`src/rtl/imem_pkg.sv`:
```
// Shared definitions for the instruction-memory loader.
// State encoding and memory geometry constants.
package imem_pkg;

  typedef enum logic [1:0] {
    IDLE = 2'd0,
    LOAD = 2'd1,
    DONE = 2'd2
  } state_t;

  localparam int          BPW      = 4;
  localparam int          DEPTH    = 32;
  localparam logic [31:0] NOP_WORD = 32'h0000_0000;

endpackage

```
`src/rtl/imem_loader_if.sv`:
```
// Byte stream from the host into the loader.
// The host is master; the loader is slave.
interface imem_loader_if;
  logic [7:0] ByteIn;
  logic       ByteValid;
  logic       ByteReady;

  modport master (
    output ByteIn,
    output ByteValid,
    input  ByteReady
  );

  modport slave (
    input  ByteIn,
    input  ByteValid,
    output ByteReady
  );
endinterface

```
`src/rtl/imem_word_assembler.sv`:
```
// Packs accepted bytes big-endian into 32-bit words.
// o_word_valid flags the edge that takes the last byte of a word.
module imem_word_assembler #(
  parameter int BPW = 4
) (
  input  logic        clk,
  input  logic        rst_n,
  input  logic        i_clr,
  input  logic        i_accept,
  input  logic [7:0]  i_byte,
  output logic        o_word_valid,
  output logic [31:0] o_word
);

  logic [1:0]  r_cnt;
  logic [23:0] r_sr;
  logic        w_last;

  assign w_last       = (r_cnt == 2'(BPW - 1));
  assign o_word_valid = i_accept & w_last;
  assign o_word       = {r_sr, i_byte};

  // The shift register needs no clear at word end: the
  // next three bytes fully overwrite it.
  always_ff @(posedge clk or negedge rst_n) begin
    if (!rst_n) begin
      r_cnt <= 2'd0;
      r_sr  <= 24'd0;
    end else if (i_clr) begin
      r_cnt <= 2'd0;
      r_sr  <= 24'd0;
    end else if (i_accept) begin
      r_cnt <= r_cnt + 2'd1;
      r_sr  <= {r_sr[15:0], i_byte};
    end
  end

endmodule

```
`src/rtl/imem_loader.sv`:
```
// Writable 32-word instruction memory with byte-stream loader.
// Fetch port reads the array combinationally at Addr[6:2].
module imem_loader #(
  parameter int AW  = 5,
  parameter int BPW = imem_pkg::BPW
) (
  input  logic          Clk,
  input  logic          Clrn,
  input  logic          Start,
  input  logic [AW:0]   WordCount,
  imem_loader_if.slave  bs,
  input  logic [31:0]   Addr,
  output logic [31:0]   Inst,
  output logic          Busy,
  output logic          Done,
  output logic          Err
);
  import imem_pkg::*;

  localparam int D = 2 ** AW;

  state_t        r_state;
  logic [AW:0]   r_count;
  logic [AW-1:0] r_wptr;
  logic          r_busy;
  logic          r_ready;
  logic          r_done;
  logic          r_err;
  logic [31:0]   r_mem [D];

  logic          w_legal;
  logic          w_go;
  logic          w_accept;
  logic          w_wvalid;
  logic [31:0]   w_word;
  logic          w_last;
  logic          w_unused;

  assign w_legal  = (WordCount != '0) &&
                    (WordCount <= (AW+1)'(D));
  assign w_go     = Start && w_legal &&
                    (r_state != LOAD);
  assign w_accept = r_ready & bs.ByteValid;
  assign w_last   = ({1'b0, r_wptr} + 1'b1) == r_count;

  assign bs.ByteReady = r_ready;
  assign Busy         = r_busy;
  assign Done         = r_done;
  assign Err          = r_err;
  assign Inst         = r_mem[Addr[AW+1:2]];
  assign w_unused     = ^{Addr[31:AW+2], Addr[1:0]};

  imem_word_assembler #(.BPW(BPW)) u_asm (
    .clk          (Clk),
    .rst_n        (Clrn),
    .i_clr        (w_go),
    .i_accept     (w_accept),
    .i_byte       (bs.ByteIn),
    .o_word_valid (w_wvalid),
    .o_word       (w_word)
  );

  always_ff @(posedge Clk or negedge Clrn) begin
    if (!Clrn) begin
      r_state <= IDLE;
      r_count <= '0;
      r_wptr  <= '0;
      r_busy  <= 1'b0;
      r_ready <= 1'b0;
      r_done  <= 1'b0;
      r_err   <= 1'b0;
    end else begin
      r_err <= 1'b0;
      unique case (r_state)
        IDLE, DONE: begin
          if (Start && w_legal) begin
            r_count <= WordCount;
            r_wptr  <= '0;
            r_done  <= 1'b0;
            r_busy  <= 1'b1;
            r_ready <= 1'b1;
            r_state <= LOAD;
          end else if (Start) begin
            r_err <= 1'b1;
          end
        end
        LOAD: begin
          if (w_wvalid) begin
            r_wptr <= r_wptr + 1'b1;
            if (w_last) begin
              r_busy  <= 1'b0;
              r_ready <= 1'b0;
              r_done  <= 1'b1;
              r_state <= DONE;
            end
          end
        end
        default: r_state <= IDLE;
      endcase
    end
  end

  // Reset clears every word so a stale program never runs.
  always_ff @(posedge Clk or negedge Clrn) begin
    if (!Clrn) begin
      for (int i = 0; i < D; i++) r_mem[i] <= NOP_WORD;
    end else if (w_wvalid) begin
      r_mem[r_wptr] <= w_word;
    end
  end

endmodule

```
`src/flat_wrapper.sv`:
```
// flat-port wrapper written by rule: the top's interface ports become plain ports
module imem_loader_flat import imem_pkg::*;
#(
  parameter int AW  = 5,
  parameter int BPW = imem_pkg::BPW
)
  (Clk, Clrn, Start, WordCount, Addr, Inst, Busy, Done, Err, bs_ByteIn, bs_ByteValid, bs_ByteReady);
  imem_loader_if bs_i ();
  input  logic Clk;
  input  logic Clrn;
  input  logic Start;
  input  logic [AW:0] WordCount;
  input  logic [31:0] Addr;
  output logic [31:0] Inst;
  output logic Busy;
  output logic Done;
  output logic Err;
  input wire logic [$bits(bs_i.ByteIn)-1:0] bs_ByteIn;
  input wire logic [$bits(bs_i.ByteValid)-1:0] bs_ByteValid;
  output wire logic [$bits(bs_i.ByteReady)-1:0] bs_ByteReady;
  assign bs_i.ByteIn = bs_ByteIn;
  assign bs_i.ByteValid = bs_ByteValid;
  assign bs_ByteReady = bs_i.ByteReady;
  imem_loader #(.AW(AW), .BPW(BPW)) u_core (.Clk(Clk), .Clrn(Clrn), .Start(Start), .WordCount(WordCount), .bs(bs_i), .Addr(Addr), .Inst(Inst), .Busy(Busy), .Done(Done), .Err(Err));
endmodule
```
`config.mk`:
```
export PLATFORM = sky130hd
export DESIGN_NAME = imem_loader_flat
export DESIGN_NICKNAME = d
export VERILOG_FILES = /design/src/rtl/imem_pkg.sv /design/src/rtl/imem_loader_if.sv /design/src/rtl/imem_word_assembler.sv /design/src/rtl/imem_loader.sv /design/src/flat_wrapper.sv
export SDC_FILE = /design/constraint.sdc
export NUM_CORES = 1
export LEC_CHECK = 0
export CAP_MARGIN = 0
export CORE_UTILIZATION = 55
export CTS_CLUSTER_DIAMETER = 200
export DETAILED_ROUTE_END_ITERATION = 8
export GPL_TIMING_DRIVEN = 0
export PLACE_DENSITY = 0.72
export SETUP_SLACK_MARGIN = 0.02
export SYNTH_ARGS = -nofsm -noshare
export SYNTH_HDL_FRONTEND = slang
export SYNTH_SLANG_ARGS = --single-unit
```
`constraint.sdc`:
```
create_clock -name Clk -period 5.2 [get_ports Clk]
set_input_delay 1.56 -clock Clk [delete_from_list [all_inputs] [get_ports Clk]]
set_output_delay 1.56 -clock Clk [all_outputs]
set_load 0.005 [all_outputs]
```
==> flow_metrics.py <==
metrics = {
    "run_status": {
        "status": "complete, but fails checks",
        "violations": "negative setup slack",
    },
    "timing": {
        "finalSetupTns_ps": -4310,
        "hold_viol": 0,
        "fmax_ghz": 0.183,
        "rsz0062_at_grt": "true",
        "skew_ps": 18.9,
        "maxSlewHeadroom": 0.266,
        "timing.hold.ws_ps": 484,
        "maxSlewViolCount": 0,
        "worst_slack_ps": -255,
        "period_minus_slack_ps": 5460,
        "tightest_slew_ps": 1100,
        "setup_viol": 32,
        "min_period_over_period": 1.05,
    },
    "worst_setup_path": {
        "reg2reg_slack_ps": 1890,
        "crit_required_ps": 3640,
        "cp_data_arrival_time_ps": 3900,
        "critical_path.startpoint_type": "input pin",
        "r2r_cells": 6,
        "end_kind": "output port",
        "cp_max_fo": 5,
        "critPathKind": "in -> out",
    },
    "hold_path": {
        "worstHoldPathType": "reg -> reg",
        "hold_depth": 1,
    },
    "global_routing": {
        "grt_pass1_vias": 29923,
        "antenna_found_initial": 5,
        "grt_max_degree": 138,
        "grt-ovfl-total": 0,
        "grt_pass1_wl_um": 197000,
        "grt_usage": 0.304,
    },
    "drt": {
        "wl_met1_um": 55800,
        "drcViolationCount": 0,
        "drtPass1Iterations": 5,
        "wl_per_cell_um": 30.2,
        "vias": 28027,
        "routed_wl_um": 134000,
        "top_layer": "met5",
        "final_antenna_net_count": 0,
        "met2_length_um": 63000,
        "route.met3.wl_um": 10400,
        "viasPerCell": 6.33,
        "drt_iter0_drc": 2698,
    },
    "logic_synthesis": {
        "synthesis.area_mm2": 0.0481,
        "synth.area.top_cells": "dfrtp_1, mux2_2, mux4_2, mux2_1, clkbuf_1",
        "yosysWarnings": 0,
        "syn_area_per_cell_um2": 16.5,
        "ys_types": 37,
        "synth_top_area_frac": 0.554,
        "synth-seq-area-share": 0.554,
        "synth_cells": 2926,
        "synth-seq-cells": 1066,
        "synthFlopType": "dfrtp_1",
        "synth_area_leader_cell": "dfrtp_1",
        "synth.net_count": 2981,
        "async_reset_ff_frac": 1.00,
        "synth-edff-count": 0,
    },
    "final_layout": {
        "fillers": 6030,
        "drive_gt1_frac": 0.545,
        "fin_cells": 4430,
        "final_cell_mix": "dfrtp_1, mux2_2, mux4_2",
        "areaGrowthSynthToFinish_pct": 15.8,
        "final_common_cell": "dfrtp_1",
        "fin_area_mm2": 0.0557,
        "finish.utilization": 0.643,
        "multi_input_area_mm2": 0.0203,
        "regArea_mm2": 0.0267,
        "fin_nets": 3244,
    },
    "cts": {
        "cts.htree.levels": 3,
        "clk_latency_ps": 670,
        "numCtsBuffers": 108,
        "cts_sinks": 1066,
        "cts_tree": "done",
        "clock_path_buffers": 3,
        "cts-root-buf": "clkbuf_16",
        "cts_hold_buf": 0,
        "path_clk_slew_ps": 60,
    },
    "place": {
        "place_congestion": 0.886,
        "io_buffers": 53,
        "dp.cells": 4143,
        "placed_cell_area_mm2": 0.0504,
        "place_hpwl_um": 95400,
    },
    "die": {
        "die-area_mm2": 0.0887,
        "floorplan.core_area_mm2": 0.0868,
        "ios": 86,
        "rows": 108,
        "initial_core_util": 0.555,
        "die_y_um": 298,
        "chipWidth_um": 298,
    },
    "power_and_ir_drop": {
        "ir_worst_vdd_v": 0.000263,
        "power_leakage_nw": 26.9,
        "power.density_mw_per_mm2": 380,
    },
    "job": {
        "drv_cap": 0,
    },
}
==> critical path, cell delays in order <==
cell and delay, ps:
clkbuf_16 150, buf_16 140, buf_12 140, buf_12 120
clkbuf_16 160, buf_6 110, mux4_2 430, mux4_2 600
mux2_4 340, buf_6 130
==> cell type report <==
cell class	count	share of cell area
Tap cell	1155	0.0259
Buffer	280	0.0333
Timing Repair Buffer	153	0.0335
Clock buffer	157	0.0578
Antenna cell	5	0.000224
Sequential cell	1066	0.478
Clock inverter	34	0.00725
Multi-Input combinational cell	1576	0.363
Inverter	4	0.000269
==> flip-flops by register name, indices dropped and copies added (netlist names) <==
register / count
u_core.Busy: 1
u_core.Done: 1
u_core.Err: 1
u_core.r_count: 6
u_core.r_mem: 1024
u_core.r_state: 2
u_core.r_wptr: 5
u_core.u_asm.r_cnt: 2
u_core.u_asm.r_sr: 24
==> metrics by stage <==
stage                     total power (W)  worst slack (ps)
after floorplan                    0.0115               301
after global placement             0.0129            -41240
after detailed placement           0.0131             -1390
after CTS                          0.0210              -379
after global routing               0.0219              -277
final                              0.0212              -255
==> path summary, 6_finish.rpt <==
check / startpoint / end
min reg2reg: u_core.r_mem[919]$_DFFE_PN0P_ / u_core.r_mem[919]$_DFFE_PN0P_
min in group asynchronous: Clrn / u_core.r_mem[1015]$_DFFE_PN0P_
max: Addr[2] / Inst[16]
max reg2reg: u_core.Busy$_DFFE_PN0P_ / u_core.r_mem[942]$_DFFE_PN0P_
min: u_core.r_mem[919]$_DFFE_PN0P_ / u_core.r_mem[919]$_DFFE_PN0P_
max in group asynchronous: Clrn / u_core.r_mem[353]$_DFFE_PN0P_
==> logic make-up (layout without fill, tap and decap cells) <==
| family | after synthesis | in the layout | synth area share |
|---|---|---|---|
| buffers and inverters | 284 | 628 | 0.0275 |
| XOR/XNOR | 6 | 6 | 0.00109 |
| AND/OR/NAND/NOR | 143 | 143 | 0.0132 |
| flip-flops | 1066 | 1066 | 0.554 |
| other | 0 | 5 | 0 |
| AO/OA/AOI/OAI | 41 | 41 | 0.00476 |
| multiplexers | 1381 | 1381 | 0.398 |
| adder cells (fa/ha/maj) | 5 | 5 | 0.00130 |
==> Yosys cell counts (all sizes together) (3+ instances only) <==
cell / n
a21oi: 29
and2: 4
buf: 142
clkbuf: 138
dfrtp: 1066
ha: 5
inv: 4
mux2: 1061
mux4: 320
nand2: 67
nand3: 10
nand3b: 4
nor2: 42
nor2b: 3
o21ai: 5
xnor2: 3
xor2: 3
==> timing repair <==
item                                    in CTS  in global routing
endpoints found under the hold margin        0                  0
gates cloned                                 4                  6
resized for setup                          217                129
setup buffers                                4                 79
endpoints found under the setup margin      32                 32
==> metal layers <==
metal  up-vias  track usage
met3       256       0.0635
met4         2        0.110
met1     15304        0.432
met2      1068        0.467
li1      11397            -
met5         -            0
==> where the power goes <==
group / internal (W) / total [W] / switching [W]
Combinational: 0.00142 / 0.00362 / 0.00220
Clock: 0.00471 / 0.00797 / 0.00326
Sequential: 0.00905 / 0.00961 / 0.000562
Power figures use the tool's default switching activity.
==> variant 1 (same flow settings) <==
Put one more register stage on the output `Err`, with the module's reset. The value now appears one clock later. The other outputs are not delayed to match.
--- a/src/rtl/imem_loader.sv
+++ b/src/rtl/imem_loader.sv
@@ -46,7 +46,13 @@
   assign bs.ByteReady = r_ready;
   assign Busy         = r_busy;
   assign Done         = r_done;
-  assign Err          = r_err;
+  always_ff @(posedge Clk or negedge Clrn) begin
+    if (!Clrn) begin
+      Err <= '0;
+    end else begin
+      Err <= r_err;
+    end
+  end
   assign Inst         = r_mem[Addr[AW+1:2]];
   assign w_unused     = ^{Addr[31:AW+2], Addr[1:0]};
 
Function: changed (a bounded check fails within 4 cycles, from zero or initial values).
==> variant 1 against the unedited design <==
- sequential cell count is 1 higher
- the flow finishes with violations (max-capacitance violations, max-slew violations, negative setup slack)
- cell count is 0.16% higher
- final area up 1.2%
- highest routed layer unchanged
- largest power group unchanged
- synthesized area about the same
- total power shrank 1.1%
- worst setup slack improved by 0.17 ns
- clock skew rose by 0.011 ns
- largest cell class unchanged
- routed wire length is 15% higher
- clock power up 4.4%
- worst hold slack got worse by 0.12 ns
==> variant 1: results <==
group,metric,value,unit
yosys,ys_top_cells_by_area,"dfrtp_1, mux2_2, mux4_2",
finish,multi_input_area_share,0.358,
yosys,synth-seq-area-share,0.555,
drt,wirelength,154000,um
yosys,synth_fa_ha_area_frac,0.00130,
placement,pre_cts_ws,-1.46,ns
status,violations,"max-capacitance violations, max-slew violations, negative setup slack",
finish,fill_cells,6031,
power_and_ir_drop,ir_worst_vdd,0.000358,V
placement,placed_cells,4135,
finish,buffers_excl_clock,446,
worst_setup_path,cp_slowest_stage_delay,0.48,ns
drt,met2_length,70200,um
drt,drt-vias-per-instance,6.60,
power_and_ir_drop,p_leak,27.3,nW
sta,setup_viol,27,
grt,grt_use_met3,0.0937,
finish,antenna-diode-count,0,
yosys,synthMuxAreaShare,0.398,
sta,final.setup.tns,-0.996,ns
yosys,synth-xor-area-share,0.00200,
run,cap_violations,1,
yosys,synthDistinctLibCells,36,
finish,ff_latch_area,26700,sq um
finish,seq_cells,1067,
finish,nNetsFinal,3250,
sta,drv_slew,11,
finish,final_cells,4437,
yosys,synth_compound_area_frac,0.00437,
finish,multi_input_area,20200,sq um
placement,dpl_cell_area,50400,sq um
grt,track_usage,0.356,
yosys,netlist_area,48100,sq um
drt,drt-met1-wl,59300,um
yosys,synth_area_per_cell,16.5,sq um
grt,antenna_found_initial,2,
sta,slew-limit-headroom,-0.0389,
yosys,synth_nets,2971,
sta,clock_skew,0.0294,ns
clocking,cts_made_buffers,112,
grt,grt_start_max_net_pins,132,
drt,dr_wl_met3,13500,um
grt,grt_pass1_vias,31500,
drt,first_iter_violations,3181,
finish,clock_area_frac,0.0678,
grt,use_met1,0.467,
power_and_ir_drop,p_comb,3.20,mW
power_and_ir_drop,comb_power_share,0.152,
finish,reg_top3,"u_core.r_mem (1024), u_core.u_asm.r_sr (24), u_core.r_count (6)",
finish,drive_above_1_share,0.549,
grt,grt_pass1_wl,224000,um
worst_setup_path,arrival,3.72,ns
finish,clock_buffers,164,
grt,grt_use_met2,0.537,
clocking,clock_latency,0.70,ns
sta,worst_slack,-0.0840,ns
placement,dp_hpwl,97700,um
status,status,"finished with violations",
worst_setup_path,crit_fanout,7,
finish,buf_share,0.0751,
[variant 1: timing repair]
item | CTS | global route
gates cloned | 14 | 1
endpoints found under the setup margin | 32 | 32
hold buffers | 0 | 0
buffers inserted | 96 | 7
resized for setup | 432 | 26
[variant 1: worst reg2reg max path, delay by kind of cell, from the launching register on]
kind / cells / cell delay, ns
DFF: 1 / 0.54
muxes: 1 / 0.41
and+or+nand+nor: 3 / 1.55
buffers and inverters: 2 / 0.86
[variant 1: path summary, 6_finish.rpt]
path	cells after the start	slack, ns	start	to
worst max register to register	6	1.71	u_core.Busy	u_core.r_mem[773]
worst max-delay path	9	-0.08	Addr[2]	Inst[19]
worst min-delay path	0	0.36	u_core.r_err	u_core.Err
worst min register to register	0	0.36	u_core.r_err	u_core.Err
min in group asynchronous	1	0.86	Clrn	u_core.r_mem[665]
max in group asynchronous	5	1.83	Clrn	u_core.r_mem[133]
==> variant 2 (same settings) <==
Without the edit above. `AW` is set to 5 in 2 places; all go to 3.
--- a/src/rtl/imem_loader.sv
+++ b/src/rtl/imem_loader.sv
@@ -1,7 +1,7 @@
 // Writable 32-word instruction memory with byte-stream loader.
 // Fetch port reads the array combinationally at Addr[6:2].
 module imem_loader #(
-  parameter int AW  = 5,
+  parameter int AW  = 3,
   parameter int BPW = imem_pkg::BPW
 ) (
   input  logic          Clk,
--- a/src/flat_wrapper.sv
+++ b/src/flat_wrapper.sv
@@ -1,7 +1,7 @@
 // flat-port wrapper written by rule: the top's interface ports become plain ports
 module imem_loader_flat import imem_pkg::*;
 #(
-  parameter int AW  = 5,
+  parameter int AW  = 3,
   parameter int BPW = imem_pkg::BPW
 )
   (Clk, Clrn, Start, WordCount, Addr, Inst, Busy, Done, Err, bs_ByteIn, bs_ByteValid, bs_ByteReady);
Interface: changed (resized WordCount); port bits go from 86 to 84. No check against the original RTL was run, so the function may have changed too.
==> variant 2 against the unedited design <==
- total power decreased by 64%
- worst setup slack improved by 0.40 ns
- sequential share of layout area increased by 0.32 points
- sequential cell count decreased by 772
- via count decreased by 74%
- clock power decreased by 72%
- routed wire length decreased by 79%
- final area decreased by 73%
- synthesized area decreased by 72%
- worst hold slack improved by 0.00099 ns
- clock skew decreased by 0.0048 ns
==> variant 2: results <==
group,metric,value,unit
status,status,"finished clean",
sta,worst_slack,0.144,ns
yosys,synthTopCellsByCount,"dfrtp_1, mux2_2, mux4_2",
drt,num_vias,7412,
drt,wirelength,27900,um
placement,portBuffers,51,
yosys,synthDistinctLibCells,37,
power_and_ir_drop,comb_power_share,0.256,
clocking,post_cts.repair.setup_buffers,0,
yosys,synth_compound_area_frac,0.0164,
drt,first_iter_violations,428,
finish,antenna-diode-count,0,
grt,grt_use_met3,0.0352,
yosys,synth_nets,902,
grt,grt_start_max_net_pins,113,
drt,drtPass1Iterations,5,
finish,nNetsFinal,988,
yosys,netlist.area_leader.share,0.556,
grt,grt_pass1_vias,7831,
clocking,clock_latency,0.55,ns
yosys,synth_area_per_cell,15.5,sq um
worst_setup_path,arrival,3.50,ns
grt,antenna_found_initial,0,
grt,grt_pass1_wl,45400,um
worst_setup_path,critPathLaunchType,"input port",
placement,pre_cts_ws,-0.303,ns
power_and_ir_drop,netSwitchingPower,2.03,mW
clocking,cts_made_buffers,31,
grt,grt_use_met2,0.394,
power_and_ir_drop,ir_worst_vdd,0.000271,V
finish,fill_cells,1775,
power_and_ir_drop,clk-power,2.22,mW
finish,reg_top3,"u_core.r_mem (256), u_core.u_asm.r_sr (24), u_core.r_count (4)",
clocking,htreeDepth,1,
placement,placed_cells,1224,
power_and_ir_drop,p_leak,7.23,nW
finish,final_cells,1277,
worst_setup_path,rrSetupSlack,2.63,ns
worst_setup_path,crit_fanout,10,
grt,use_met1,0.359,
yosys,synth-xor-area-share,0.00331,
sta,worst_pin_slew,0.933,ns
placement,place_congestion,0.747,
yosys,synth_fa_ha_area_frac,0.00189,
finish,drive_above_1_share,0.466,
placement,dpl_cell_area,14200,sq um
sta,clock_skew,0.0141,ns
grt,track_usage,0.246,
yosys,async_flop_share,1.00,
yosys,ys_top_cells_by_area,"dfrtp_1, mux2_2, mux4_2",
placement,dp_hpwl,17500,um
yosys,synth-seq-area-share,0.556,
yosys,synthMuxAreaShare,0.366,
==> variant 2: cell type report <==
cell class                 instances  area, sq um  share of cell area
inverter                           2         7.51            0.000492
multi-input combinational        486         5510               0.361
clock inverter                     3         65.1             0.00426
timing repair buffer              53          571              0.0374
tap                              319          399              0.0261
clock buffer                      50          967              0.0633
buffer                            70          399              0.0261
sequential                       294         7360               0.482
==> variant 2: metrics by stage <==
stage	hold slack [ns]	power, mW	utilization
2_1_floorplan	0.453	4.72	-
3_3_place_gp	0.469	5.32	0.601
3_5_place_dp	0.475	5.39	0.604
4_1_cts	0.488	7.62	0.649
5_1_grt	0.512	7.97	0.649
6_report	0.484	7.57	0.649
==> variant 2: metal layers <==
metal | part of all wire | vias up
met3 | 0.042 | 36
met4 | 0.018 | 0
met2 | 0.47 | 149
li1 | - | 3285
met1 | 0.47 | 3942
met5 | 0 | -
==> variant 2: what timing repair did <==
item	in CTS	in global routing
resized for setup	15	1
setup endpoints to repair	32	10
cloned	0	0
==> variant 2: final timing paths <==
kind / start / endpoint / cells after the start
max reg2reg: u_core.u_asm.r_cnt[0] / u_core.r_mem[166] / 5
max in group asynchronous: Clrn / u_core.r_mem[16] / 3
max: Addr[2] / Inst[8] / 5
min in group asynchronous: Clrn / u_core.r_mem[126] / 1
min: u_core.r_mem[197] / u_core.r_mem[197] / 1
min reg2reg: u_core.r_mem[197] / u_core.r_mem[197] / 1
==> variant 2: worst max-delay path, cell delays in order <==
cell and delay [ns]:
buf_2 0.27, buf_4 0.34, mux4_2 0.54, mux2_2 0.31, clkdlybuf4s50_1 0.46
==> variant 2: cell families after synthesis <==
logic type / count (synthesis)
XOR/XNOR: 5
AO/OA/AOI/OAI: 39
AND/OR/NAND/NOR: 84
adder cells (fa/ha/maj): 2
flip-flops: 294
buffers and inverters: 72
multiplexers: 356
